===== config.mk =====
export PLATFORM = sky130hd
export DESIGN_NAME = vga_fbfetch_flat
export DESIGN_NICKNAME = d
export VERILOG_FILES = /design/src/rtl/vga_fbfetch_pkg.sv /design/src/rtl/vga_fbfetch_if.sv /design/src/rtl/vga_fbfetch_burst_calc.sv /design/src/rtl/vga_fbfetch.sv /design/src/flat_wrapper.sv
export SDC_FILE = /design/constraint.sdc
export NUM_CORES = 1
export LEC_CHECK = 0
export ABC_AREA = 1
export CAP_MARGIN = 40
export CELL_PAD_IN_SITES_DETAIL_PLACEMENT = 0
export CELL_PAD_IN_SITES_GLOBAL_PLACEMENT = 1
export CORE_ASPECT_RATIO = 2
export CORE_MARGIN = 5
export CORE_UTILIZATION = 43
export DETAILED_ROUTE_END_ITERATION = 10
export GPL_ROUTABILITY_DRIVEN = 0
export GPL_TIMING_DRIVEN = 0
export PLACE_DENSITY = 0.92
export SLEW_MARGIN = 20
export SYNTH_ARGS = -nofsm -noshare
export SYNTH_HDL_FRONTEND = slang
export SYNTH_SLANG_ARGS = --single-unit

===== constraint.sdc =====
create_clock -name clk_i -period 17.65 [get_ports clk_i]
set_clock_uncertainty 0.2 [all_clocks]
set_input_delay 1.765 -clock clk_i [delete_from_list [all_inputs] [get_ports clk_i]]
set_output_delay 1.765 -clock clk_i [all_outputs]
set_load 0.005 [all_outputs]

===== src/rtl/vga_fbfetch_pkg.sv =====
// ==== vga_define : shared fetch FSM states, AXI response codes, beat size | rev 1.0 ====
`default_nettype none

package vga_define;

  typedef enum logic [2:0] {
    ST_IDLE  = 3'd0,
    ST_WAIT  = 3'd1,
    ST_AR    = 3'd2,
    ST_R     = 3'd3,
    ST_DRAIN = 3'd4
  } fetch_state_t;

  localparam logic [1:0] RESP_OKAY   = 2'b00;
  localparam logic [1:0] RESP_EXOKAY = 2'b01;
  localparam logic [1:0] RESP_SLVERR = 2'b10;
  localparam logic [1:0] RESP_DECERR = 2'b11;

  localparam int BEAT_BYTES = 8;

  // Two 32bpp pixels per beat; an odd pixel count rounds up to a whole beat.
  function automatic logic [31:0] frame_beats(input logic [15:0] hvlen, input logic [15:0] vvlen);
    logic [31:0] px;
    px = ({16'd0, hvlen} + 32'd1) * ({16'd0, vvlen} + 32'd1);
    return (px + 32'd1) >> 1;
  endfunction

endpackage

`default_nettype wire


===== src/rtl/vga_fbfetch_if.sv =====
// ==== vga_fbfetch_if : AXI read address/data channels of the frame fetcher | rev 1.0 ====
`default_nettype none

interface vga_fbfetch_if #(
  parameter int ADDR_WIDTH = 32,
  parameter int DATA_WIDTH = 64
);
  logic [ADDR_WIDTH-1:0] araddr_o;
  logic [7:0]            arlen_o;
  logic                  arvalid_o;
  logic                  arready_i;
  logic [DATA_WIDTH-1:0] rdata_i;
  logic [1:0]            rresp_i;
  logic                  rlast_i;
  logic                  rvalid_i;
  logic                  rready_o;

  modport master (
    output araddr_o, arlen_o, arvalid_o, rready_o,
    input  arready_i, rdata_i, rresp_i, rlast_i, rvalid_i
  );

  modport slave (
    input  araddr_o, arlen_o, arvalid_o, rready_o,
    output arready_i, rdata_i, rresp_i, rlast_i, rvalid_i
  );
endinterface

`default_nettype wire


===== src/rtl/vga_fbfetch_burst_calc.sv =====
// ==== vga_burst_calc : burst length = min(brulen, remain-1[, 4K boundary-1]) | rev 1.0 ====
// ==== boundary clamp enabled by VGA_FBFETCH_4K_SPLIT_EN                          ====
`default_nettype none

module vga_burst_calc (
  input  logic [11:0] addr,
  input  logic [31:0] remain,
  input  logic [7:0]  brulen,
  output logic [7:0]  len
);

  logic [31:0] rem_m1;

`ifdef VGA_FBFETCH_4K_SPLIT_EN
  logic [12:0] bnd_m1;

  always_comb begin
    rem_m1 = remain - 32'd1;
    len    = brulen;
    if (rem_m1 < {24'd0, brulen}) len = rem_m1[7:0];
    // Beats left before the next 4 KB page; addr is 8-byte aligned so this is >= 1.
    bnd_m1 = ((13'd4096 - {1'b0, addr}) >> 3) - 13'd1;
    if ({19'd0, bnd_m1} < {24'd0, len}) len = bnd_m1[7:0];
  end
`else
  logic unused_addr;
  assign unused_addr = ^addr;

  always_comb begin
    rem_m1 = remain - 32'd1;
    len    = brulen;
    if (rem_m1 < {24'd0, brulen}) len = rem_m1[7:0];
  end
`endif

endmodule

`default_nettype wire


===== src/rtl/vga_fbfetch.sv =====
// ==== vga_fbfetch : AXI burst reader filling the VGA tx FIFO, double-buffered | rev 1.0 ====
// ==== optional 4 KB burst split: VGA_FBFETCH_4K_SPLIT_EN                        ====
`default_nettype none

module vga_fbfetch
  import vga_define::*;
#(
  parameter int ADDR_WIDTH = 32,
  parameter int DATA_WIDTH = 64,
  parameter int FIFO_DEPTH = 512
) (
  input  logic                         clk_i,
  input  logic                         rst_i,
  input  logic                         en_i,
  input  logic                         vbse_i,
  input  logic [ADDR_WIDTH-1:0]        fbba1_i,
  input  logic [ADDR_WIDTH-1:0]        fbba2_i,
  input  logic [15:0]                  hvlen_i,
  input  logic [15:0]                  vvlen_i,
  input  logic [7:0]                   brulen_i,
  input  logic [$clog2(FIFO_DEPTH):0]  fifo_cnt_i,
  vga_fbfetch_if.master                axi,
  output logic                         push_valid_o,
  output logic [DATA_WIDTH-1:0]        push_data_o,
  output logic                         cfb_o,
  output logic                         vbsirq_o,
  output logic                         err_o
);

  fetch_state_t          state, state_n;
  logic [ADDR_WIDTH-1:0] addr, addr_n, step;
  logic [31:0]           remain, remain_n, remain_adv, reload_beats;
  logic [7:0]            len, len_q, len_q_n;
  logic                  cfb, cfb_n, vbsirq, vbsirq_n;
  logic                  arvalid, rready, push_valid, resp_ok;
  int                    space;

  vga_burst_calc u_burst_calc (
    .addr   (addr[11:0]),
    .remain (remain),
    .brulen (brulen_i),
    .len    (len)
  );

  always_ff @(posedge clk_i) begin
    if (rst_i) begin
      state  <= ST_IDLE;
      addr   <= '0;
      remain <= '0;
      len_q  <= '0;
      cfb    <= 1'b0;
      vbsirq <= 1'b0;
    end else begin
      state  <= state_n;
      addr   <= addr_n;
      remain <= remain_n;
      len_q  <= len_q_n;
      cfb    <= cfb_n;
      vbsirq <= vbsirq_n;
    end
  end

  always_comb begin
    state_n      = state;
    addr_n       = addr;
    remain_n     = remain;
    len_q_n      = len_q;
    cfb_n        = cfb;
    vbsirq_n     = 1'b0;
    arvalid      = 1'b0;
    rready       = 1'b0;
    push_valid   = 1'b0;
    reload_beats = frame_beats(hvlen_i, vvlen_i);
    step         = ADDR_WIDTH'(({24'd0, len_q} + 32'd1) * 32'(BEAT_BYTES));
    remain_adv   = remain - ({24'd0, len_q} + 32'd1);
    space        = FIFO_DEPTH - int'(fifo_cnt_i);
    unique case (state)
      ST_IDLE: begin
        addr_n   = cfb ? fbba2_i : fbba1_i;
        remain_n = reload_beats;
        if (en_i) state_n = ST_WAIT;
      end
      ST_WAIT: begin
        if (!en_i)                        state_n = ST_IDLE;
        else if (space >= int'(len) + 1)  state_n = ST_AR;
      end
      ST_AR: begin
        // Once presented the request is never withdrawn, even if en_i drops.
        arvalid = 1'b1;
        if (axi.arready_i) begin
          len_q_n = len;
          state_n = en_i ? ST_R : ST_DRAIN;
        end
      end
      ST_R: begin
        rready     = 1'b1;
        push_valid = axi.rvalid_i;
        if (axi.rvalid_i && axi.rlast_i) begin
          addr_n   = addr + step;
          remain_n = remain_adv;
          if (remain_adv == 32'd0) begin
            if (vbse_i) begin
              cfb_n    = ~cfb;
              vbsirq_n = 1'b1;
            end
            addr_n   = cfb_n ? fbba2_i : fbba1_i;
            remain_n = reload_beats;
          end
          // Burst already complete, so a disable here needs no drain.
          state_n = en_i ? ST_WAIT : ST_IDLE;
        end else if (!en_i) begin
          state_n = ST_DRAIN;
        end
      end
      ST_DRAIN: begin
        rready = 1'b1;
        if (axi.rvalid_i && axi.rlast_i) state_n = ST_IDLE;
      end
      default: state_n = ST_IDLE;
    endcase
  end

  assign resp_ok       = (axi.rresp_i == RESP_OKAY) || (axi.rresp_i == RESP_EXOKAY);
  assign axi.arvalid_o = arvalid;
  assign axi.araddr_o  = arvalid ? addr : '0;
  assign axi.arlen_o   = arvalid ? len : 8'd0;
  assign axi.rready_o  = rready;
  assign push_valid_o  = push_valid;
  assign push_data_o   = push_valid ? axi.rdata_i : '0;
  assign cfb_o         = cfb;
  assign vbsirq_o      = vbsirq;
  assign err_o         = axi.rvalid_i && rready && !resp_ok;

endmodule

`default_nettype wire


===== src/flat_wrapper.sv =====
// flat-port wrapper written by rule: the top's interface ports become plain ports
module vga_fbfetch_flat import vga_define::*;
#(
  parameter int ADDR_WIDTH = 32,
  parameter int DATA_WIDTH = 64,
  parameter int FIFO_DEPTH = 512
)
  (clk_i, rst_i, en_i, vbse_i, fbba1_i, fbba2_i, hvlen_i, vvlen_i, brulen_i, fifo_cnt_i, push_valid_o, push_data_o, cfb_o, vbsirq_o, err_o, axi_araddr_o, axi_arlen_o, axi_arvalid_o, axi_rready_o, axi_arready_i, axi_rdata_i, axi_rresp_i, axi_rlast_i, axi_rvalid_i);
  vga_fbfetch_if #(.ADDR_WIDTH(ADDR_WIDTH), .DATA_WIDTH(DATA_WIDTH)) axi_i ();
  input  logic clk_i;
  input  logic rst_i;
  input  logic en_i;
  input  logic vbse_i;
  input  logic [ADDR_WIDTH-1:0] fbba1_i;
  input  logic [ADDR_WIDTH-1:0] fbba2_i;
  input  logic [15:0] hvlen_i;
  input  logic [15:0] vvlen_i;
  input  logic [7:0] brulen_i;
  input  logic [$clog2(FIFO_DEPTH):0] fifo_cnt_i;
  output logic push_valid_o;
  output logic [DATA_WIDTH-1:0] push_data_o;
  output logic cfb_o;
  output logic vbsirq_o;
  output logic err_o;
  output wire logic [$bits(axi_i.araddr_o)-1:0] axi_araddr_o;
  output wire logic [$bits(axi_i.arlen_o)-1:0] axi_arlen_o;
  output wire logic [$bits(axi_i.arvalid_o)-1:0] axi_arvalid_o;
  output wire logic [$bits(axi_i.rready_o)-1:0] axi_rready_o;
  input wire logic [$bits(axi_i.arready_i)-1:0] axi_arready_i;
  input wire logic [$bits(axi_i.rdata_i)-1:0] axi_rdata_i;
  input wire logic [$bits(axi_i.rresp_i)-1:0] axi_rresp_i;
  input wire logic [$bits(axi_i.rlast_i)-1:0] axi_rlast_i;
  input wire logic [$bits(axi_i.rvalid_i)-1:0] axi_rvalid_i;
  assign axi_araddr_o = axi_i.araddr_o;
  assign axi_arlen_o = axi_i.arlen_o;
  assign axi_arvalid_o = axi_i.arvalid_o;
  assign axi_rready_o = axi_i.rready_o;
  assign axi_i.arready_i = axi_arready_i;
  assign axi_i.rdata_i = axi_rdata_i;
  assign axi_i.rresp_i = axi_rresp_i;
  assign axi_i.rlast_i = axi_rlast_i;
  assign axi_i.rvalid_i = axi_rvalid_i;
  vga_fbfetch #(.ADDR_WIDTH(ADDR_WIDTH), .DATA_WIDTH(DATA_WIDTH), .FIFO_DEPTH(FIFO_DEPTH)) u_core (.clk_i(clk_i), .rst_i(rst_i), .en_i(en_i), .vbse_i(vbse_i), .fbba1_i(fbba1_i), .fbba2_i(fbba2_i), .hvlen_i(hvlen_i), .vvlen_i(vvlen_i), .brulen_i(brulen_i), .fifo_cnt_i(fifo_cnt_i), .axi(axi_i), .push_valid_o(push_valid_o), .push_data_o(push_data_o), .cfb_o(cfb_o), .vbsirq_o(vbsirq_o), .err_o(err_o));
endmodule

**Word level (Yosys, flattened, before mapping)**

Cells that the tools add are included.

- Register bits: 77
- Output and inout port bits: 110
- Word-level logic and storage cells: 78

- Bitwise operators: 4
- Reductions and logical operators: 15
- Multiplexer cells: 30
- $mul: 1
- $add $sub $neg: 9
- $lt $le $gt $ge: 2
- Equality and inequality tests: 11

Operators by type and width:

| cell | count |
|---|---|
| 2-to-1 mux 32 bit | 7 |
| one-hot mux 32 bit (2 select lines) | 2 |
| 2-to-1 mux 64 bit | 1 |
| adder 16 x 1 -> 17 bit, second input constant | 2 |
| adder 32 x 1 -> 32 bit, second input constant | 1 |
| adder 32 bit | 1 |
| >= comparator 32 bit | 1 |
| zero test 32 bit | 1 |
| less-than comparator 32 x 8 -> 1 bit | 1 |
| multiplier 32 x 32 -> 32 bit | 1 |
| subtractor 32 x 1 -> 32 bit, second input constant | 1 |
| subtractor 32 bit | 1 |
| 2-to-1 mux 3 bit | 8 |
| adder 8 x 1 -> 9 bit, second input constant | 2 |
| 2-to-1 mux 8 bit | 2 |
| one-hot mux 3 bit (5 select lines) | 1 |
| subtractor 10 x 10 -> 11 bit, first input constant | 1 |
| 2-to-1 mux 1 bit | 9 |
| == test 3 x 2 -> 1 bit, second input constant | 2 |
| inequality test 3 x 2 -> 1 bit, second input constant | 2 |
| AND reduction 5 bit | 1 |
| inequality test 2 x 1 -> 1 bit, second input constant | 2 |
| inequality test 2 bit, second input constant | 2 |
| inverter 1 bit | 4 |
| other kinds (13) | 16 |

**Depth between registers and ports, before layout**

- Word-level depth: 10
- Mapped depth: 40
- Mapped depth without buffers: 39

**By module**

From an unflattened synthesis, not the netlist that was laid out.

- Cells, all modules: 3322
- Area, all modules: 20507.2 um^2

Modules (own cells, without submodules):

| module | area each (um^2) | cells an instance | instances |
|---|---|---|---|
| vga_fbfetch | 18985.7 | 3024 | 1 |
| vga_burst_calc | 1521.5 | 298 | 1 |

**Least setup slack after synthesis**

OpenSTA, ideal clock, no wires.

- Path kind: input -> register
- From: in hvlen_i[0]
- To: reg u_core.remain[26]
- Arrival: 8179 ps
- Setup time: 109 ps
- Stages: 39
- Path slack: 9163 ps
- Cells stage by stage: ha_1 nand2_1 nor2_1 inv_1 nor2_1 inv_1 nor2_1 inv_1 nor2_1 or2_2 nand2_1 inv_1 clkbuf_1 nand2_1 fa_1 inv_1 fa_1 inv_1 [... 3 more ...] fa_1 inv_1 fa_1 inv_1 ha_1 nand2_1 nor2_1 nand4_1 o21ai_0 a21oi_1 o21ai_0 nand2_1 nand2_1 nand2_1 nand3_1 nand3_1 nand2_1 inv_1

- Cells in the longest elaborated chain, start to end: 6

Ends and longest elaborated chain:

| item | line | source |
|---|---|---|
| from (decl) | flat_wrapper.sv:16 | `input logic [15:0] hvlen_i;` |
| adder 16 x 1 -> 17 bit * | vga_fbfetch_pkg.sv:24 | `px = ({16'd0, hvlen} + 32'd1) * ({16'd0, vvlen} + 32'd1);` |
| multiplier 32 x 32 -> 32 bit * | vga_fbfetch_pkg.sv:24 |  |
| adder 32 x 1 -> 32 bit * | vga_fbfetch_pkg.sv:25 | `return (px + 32'd1) >> 1;` |
| 2-to-1 mux 32 bit | vga_fbfetch.sv:101 | `if (remain_adv == 32'd0) begin` |
| 2-to-1 mux 32 bit | vga_fbfetch.sv:98 | `if (axi.rvalid_i && axi.rlast_i) begin` |
| one-hot mux 32 bit (2 select lines) * | vga_fbfetch.sv:77 | `unique case (state)` |
| to (signal assigned) | vga_fbfetch.sv:56 | `remain <= remain_n;` |
| to (decl) | vga_fbfetch.sv:32 | `logic [31:0] remain, remain_n, remain_adv, reload_beats;` |

Mark *: on every way between the ends. The rest lies on a longest branch, timed or not. The select of a mux whose other input is x is not followed.
A chain may end at the register's enable or synchronous reset.

**Worst setup path in the final report**

Same ends and word-level chain as after synthesis.

==> flow_metrics.py <==
metrics = {
    "run_status": {
        "status": "complete, no violations",
    },
    "clocking": {
        "clkLatencyLatePin_ns": 0.37,
        "path_clk_slew_ns": 0.08,
        "cts_resized": 0,
        "tritoncts": "yes",
        "clock-sinks": 77,
        "hold_buffers": 0,
        "cts-buffers-inserted": 9,
        "post_cts_buffers": 0,
        "h-tree-depth": 3,
        "cts_root_buffer": "clkbuf_16",
        "cts_max_path_buffers": 2,
    },
    "synthesis": {
        "synth_edf_count": 0,
        "yosysSeqAreaShare_pct": 7.86,
        "syn-mean-instance-area_um2": 6.21,
        "synth-warning-count": 0,
        "synth_top_area_share_pct": 22.9,
        "ys_ff_latch": 77,
        "yosysUniqueCellTypes": 48,
        "async_flop_share_pct": 0,
        "netlist_instances": 3157,
        "post-synth-top-area-cell": "fa_1",
        "syn_area_um2": 19600,
        "synth_nets": 3708,
        "ys.flop_type": "dfxtp_1",
        "synthTopCellsByArea": "fa_1, nand2_1, inv_1",
    },
    "floorplan": {
        "die_y_um": 312,
        "ios": 297,
        "coreArea_um2": 45100,
        "rows": 110,
        "die_x_um": 161,
        "start_util_pct": 43.5,
        "dieArea_um2": 50300,
    },
    "sta": {
        "timing.final.crit_share_pct": 61.3,
        "finalCriticalPeriod_ns": 10.83,
        "slew_headroom_pct": 40.5,
        "report.final.slew_viol_count": 0,
        "hold_ws_ns": 0.333,
        "fin_setup_tns_ns": 0,
        "rsz0062_at_grt": "no",
        "max_freq_ghz": 0.0924,
        "finalSetupViolCount": 0,
        "tightest_slew_ns": 0.890,
        "hold_violations": 0,
    },
    "pwr": {
        "vdd_drop_max_mv": 0.186,
        "power.total_uw": 4830,
        "p_leak_uw": 0.0124,
        "p_per_area_nw_per_um2": 204,
    },
    "critical_path": {
        "crit_path_start": "hvlen_i[0]",
        "cp.arrival_ns": 10.91,
        "endpoint_kind": "register",
        "cp.depth": 41,
        "cp-endpoint": "u_core.remain[26]$_SDFFE_PP0P_",
        "crit_path_max_fanout": 10,
        "cp.required_ns": 17.73,
        "cpMostUsedCell": "inv_1",
        "r2r-end": "u_core.state[1]$_SDFFE_PP0P_",
        "cpPeakStageDelay_ns": 0.74,
        "cpMaxStageDelayCell": "clkdlybuf4s50_1",
        "path_delay_family": "adder cells",
        "ff2ff_path_depth": 27,
        "rrSetupSlack_ns": 11.73,
        "r2r_start": "u_core.remain[0]$_SDFFE_PP0P_",
        "crit_type": "input port to register",
        "start_kind": "input port",
        "path_buf_inv": 12,
    },
    "global_routing": {
        "track_usage_pct": 32.1,
        "grt_pass1_vias": 23172,
        "overflow": 0,
        "grt_pass1_wl_um": 125000,
        "antenna_found_initial": 0,
        "grt_max_degree": 18,
    },
    "layout": {
        "nets": 4021,
        "fin_cells": 4035,
        "final_common_cell": "nand2_1",
        "area_growth_pct": 20.5,
        "final_area_um2": 23600,
        "n_fill_cell": 4665,
        "diodes": 0,
        "drive_gt1_share_pct": 2.22,
        "mostFrequentLayoutCells": "nand2_1, inv_1, nor2_1",
    },
    "routing": {
        "drtIter0Drc": 1204,
        "vias": 21653,
        "post_drt_wl_per_cell_um": 20.2,
        "finalWirelength_um": 81500,
        "dr.pass1.iters": 8,
        "vias_per_cell": 5.37,
        "ant_nets": 0,
        "drc": 0,
    },
    "placed_design": {
        "portBuffers": 295,
        "place_area_um2": 23300,
        "dp.cells": 4015,
        "dp_hpwl_um": 69600,
    },
    "min_path": {
        "hold_path_class": "register to register",
    },
    "job": {
        "drv_cap": 0,
    },
}
worst min path at each step:
stage	endpoint	from	cells past startpoint
after floorplan	u_core.remain[31]$_SDFFE_PP0P_	u_core.remain[31]$_SDFFE_PP0P_	2
after detailed placement	u_core.remain[31]$_SDFFE_PP0P_	u_core.remain[31]$_SDFFE_PP0P_	2
after global routing	u_core.remain[31]$_SDFFE_PP0P_	u_core.remain[31]$_SDFFE_PP0P_	2
final	u_core.addr[1]$_SDFFE_PP0P_	u_core.addr[1]$_SDFFE_PP0P_	4
after CTS	u_core.remain[31]$_SDFFE_PP0P_	u_core.remain[31]$_SDFFE_PP0P_	2
after global placement	u_core.remain[31]$_SDFFE_PP0P_	u_core.remain[31]$_SDFFE_PP0P_	2
per-layer routing:
| metal | GRT usage, % | part of all wire (%) | wire length [um] | up-vias |
|---|---|---|---|---|
| li1 | - | - | - | 10230 |
| met1 | 27.2 | 29 | 23800 | 9926 |
| met2 | 59.2 | 51 | 41800 | 1012 |
| met3 | 5.87 | 6.0 | 4920 | 485 |
| met4 | 33.7 | 14 | 11000 | 0 |
| met5 | 0 | 0 | 0 | - |
tightest hold or removal path: stages, from the launching register on:
cell	delay, ns
dfxtp_1	0.30
inv_1	0.06
nand2_1	0.05
nand2_1	0.05
nor2_1	0.03
area by class of cell:
cell class | count | area [um^2] | area share, %
clock buffer | 9 | 225 | 0.953
tap | 560 | 701 | 2.96
buffer | 90 | 362 | 1.53
multi-input combinational | 2277 | 15000 | 63.7
timing repair buffer | 302 | 3010 | 12.7
clock inverter | 7 | 73.8 | 0.312
inverter | 713 | 2680 | 11.3
sequential | 77 | 1540 | 6.52
registers in the layout (all words and copies together) (netlist names):
name / count
u_core.addr: 32
u_core.remain: 32
u_core.len_q: 8
u_core.state: 3
u_core.cfb_o: 1
u_core.vbsirq_o: 1
synthesized netlist by cell type, types with 11 or more instances:
master and instances:
o21ai_0 153, a31oi_1 15, xor2_1 63, a21oi_1 94, nor3_1 18, nor2_1 433, ha_1 140, nand2_1 755
inv_1 696, clkinv_1 11, dfxtp_1 77, xnor2_1 21, fa_1 224, o21ai_1 20, o211ai_1 14, clkbuf_1 74
nand4_1 66, nand3_1 171, nor2_2 11
power by group:
part,switching (uW),internal (uW),leakage (uW)
Clock,97.3,100,0.000148
Sequential,111,243,0.000638
Combinational,2820,1450,0.0117
Total,3030,1800,0.0124
stage by stage:
step                      worst slack [ns]  util, %
after floorplan                       9.16        -
after global placement                6.50     51.6
after detailed placement              6.46     51.6
after CTS                             6.84     52.3
after global routing                  6.48     52.4
final                                 6.82     52.4
kinds of logic (layout without fill, tap and decap cells):
kind of cell | after synthesis | after routing | synth area share [%]
mux | 5 | 5 | 0.255
fa+ha+maj | 364 | 364 | 31.8
flops | 77 | 77 | 7.86
xor+xnor | 84 | 84 | 3.75
compound gates | 329 | 329 | 9.13
buf+inv | 803 | 1121 | 15.5
simple gates | 1495 | 1495 | 31.7
No activity file was read; power rests on OpenSTA's default activity.
==> edit, RTL diff (config.mk and constraints unchanged) <==
Add a define of `VGA_FBFETCH_4K_SPLIT_EN`.
--- a/src/rtl/vga_fbfetch_burst_calc.sv
+++ b/src/rtl/vga_fbfetch_burst_calc.sv
@@ -1,6 +1,8 @@
 // ==== vga_burst_calc : burst length = min(brulen, remain-1[, 4K boundary-1]) | rev 1.0 ====
 // ==== boundary clamp enabled by VGA_FBFETCH_4K_SPLIT_EN                          ====
 `default_nettype none
+
+`define VGA_FBFETCH_4K_SPLIT_EN
 
 module vga_burst_calc (
   input  logic [11:0] addr,
Formal check against the unedited RTL: not equivalent (a bounded check fails within 4 cycles, from zero or initial values and one cycle with rst_i high).
==> edit against the original RTL <==
  * Wire length shrank 4.5%
  * Setup slack gained 0.32 ns
  * Power grew 1.2%
  * Via count shrank 3.7%
  * Sequential cell count is the same
  * Cell area shrank 0.80%
  * Critical path depth shrank 9
  * Synthesized area shrank 0.99%
  * Critical path type unchanged
  * Highest routed layer unchanged
==> edit: results (changes against the original RTL) <==
Outcome
  – Status: complete, no violations

Layout
  – Synthesis-to-layout area growth: 20.70%
  – Fill count: 4,514 (-3.2%)
  – Proportion of layout cells with a drive suffix above 1: 3.714% (+1.5 points)

Yosys
  – Net count after synthesis: 3,576 (-3.6%)
  – Post-synthesis cell type count: 54 (+13%)
  – Register area share after synthesis: 7.936% (+0.079 points)
  – Top post-synthesis cells by area: fa_1 (23%), nand2_1 (14%), inv_1 (12%), ha_1 (9.2%), dfxtp_1 (7.9%)
  – Synth cell count leaders: nand2_1 (706), inv_1 (629), nor2_1 (370), fa_1 (224), o21ai_0 (179)
  – Area share of the largest cell type after synthesis: 23.09% (+0.23 points)

Critical path
  – CP arrival: 10.58 ns (-0.33 ns)
  – Crit-path slowest cell: a21boi_0
  – Crit-path max cell delay: 0.72 ns (-0.02 ns)
  – Reg2reg path depth: 36 (+33%)

GRT
  – First-pass GRT wire length: 119,600 microns (-4.5%)
  – Largest net degree at the start of global routing: 15 (-3)
  – Vias in the first global route: 21,705 (-6.3%)
  – Initial antenna violation count: 2 (+2)

Drt
  – Routed wire per std cell: 19.95 microns (-1.2%)
  – Initial DRC Count: 1,307 (+8.6%)
  – Final Routed Wirelength: 77,830 microns (-4.5%)
  – Drt via density: 5.345 (-0.41%)

Placement
  – Final HPWL from detailed placement: 66,510 microns (-4.4%)
  – Post-DP Area: 0.02310 sq mm (-0.86%)

Power and ir drop
  – Clock group: 0.203 mW (+3%)
  – Leak: 12.17 nW (-2.2%)
  – Peak VDD IR: 0.1781 mV (-4.4%)
-- edit: worst paths after layout --
kind,startpoint,endpoint,slack [ns]
worst max-delay path,vvlen_i[0],u_core.remain[25],7.14
worst min-delay path,u_core.len_q[1],u_core.len_q[1],0.34
worst max register to register,u_core.remain[0],u_core.state[2],11.38
worst min register to register,u_core.len_q[1],u_core.len_q[1],0.34
-- edit: cells by family after synthesis --
kind of cell / Yosys count / share of synthesized area, %
flip-flops: 77 / 7.936
XOR/XNOR: 117 / 5.275
buffers and inverters: 742 / 14.61
adder cells (fa/ha/maj): 367 / 32.30
multiplexers: 4 / 0.2061
AND/OR/NAND/NOR: 1370 / 29.90
AO/OA/AOI/OAI: 345 / 9.778
-- edit: routing by layer --
| metal | wire [microns] | vias to the layer above | share of wire, % | global-route usage [%] |
|---|---|---|---|---|
| met4 | 9508 | 0 | 12 | 29.81 |
| met2 | 40230 | 921 | 52 | 57.14 |
| met5 | 0 | - | 0 | 0 |
| li1 | - | 9828 | - | - |
| met1 | 23880 | 9686 | 31 | 27.61 |
| met3 | 4216 | 414 | 5.4 | 5.235 |
-- edit: final cells by class --
| class | count | area share (%) |
|---|---|---|
| Inverter | 642 | 10.28 |
| Multi-Input combinational cell | 2203 | 64.22 |
| Clock buffer | 10 | 1.019 |
| Antenna cell | 2 | 0.02135 |
| Clock inverter | 6 | 0.3042 |
| Buffer | 100 | 1.825 |
| Tap cell | 560 | 2.989 |
| Sequential cell | 77 | 6.575 |
| Timing Repair Buffer | 301 | 12.77 |
-- edit: through the flow --
| stage | setup slack [ns] | hold WS, ns |
|---|---|---|
| floorplan | 8.756 | 0.2922 |
| global placement | 6.363 | 0.3115 |
| detailed placement | 6.631 | 0.3281 |
| CTS | 7.024 | 0.3432 |
| global route | 6.673 | 0.3851 |
| finish | 7.139 | 0.3422 |
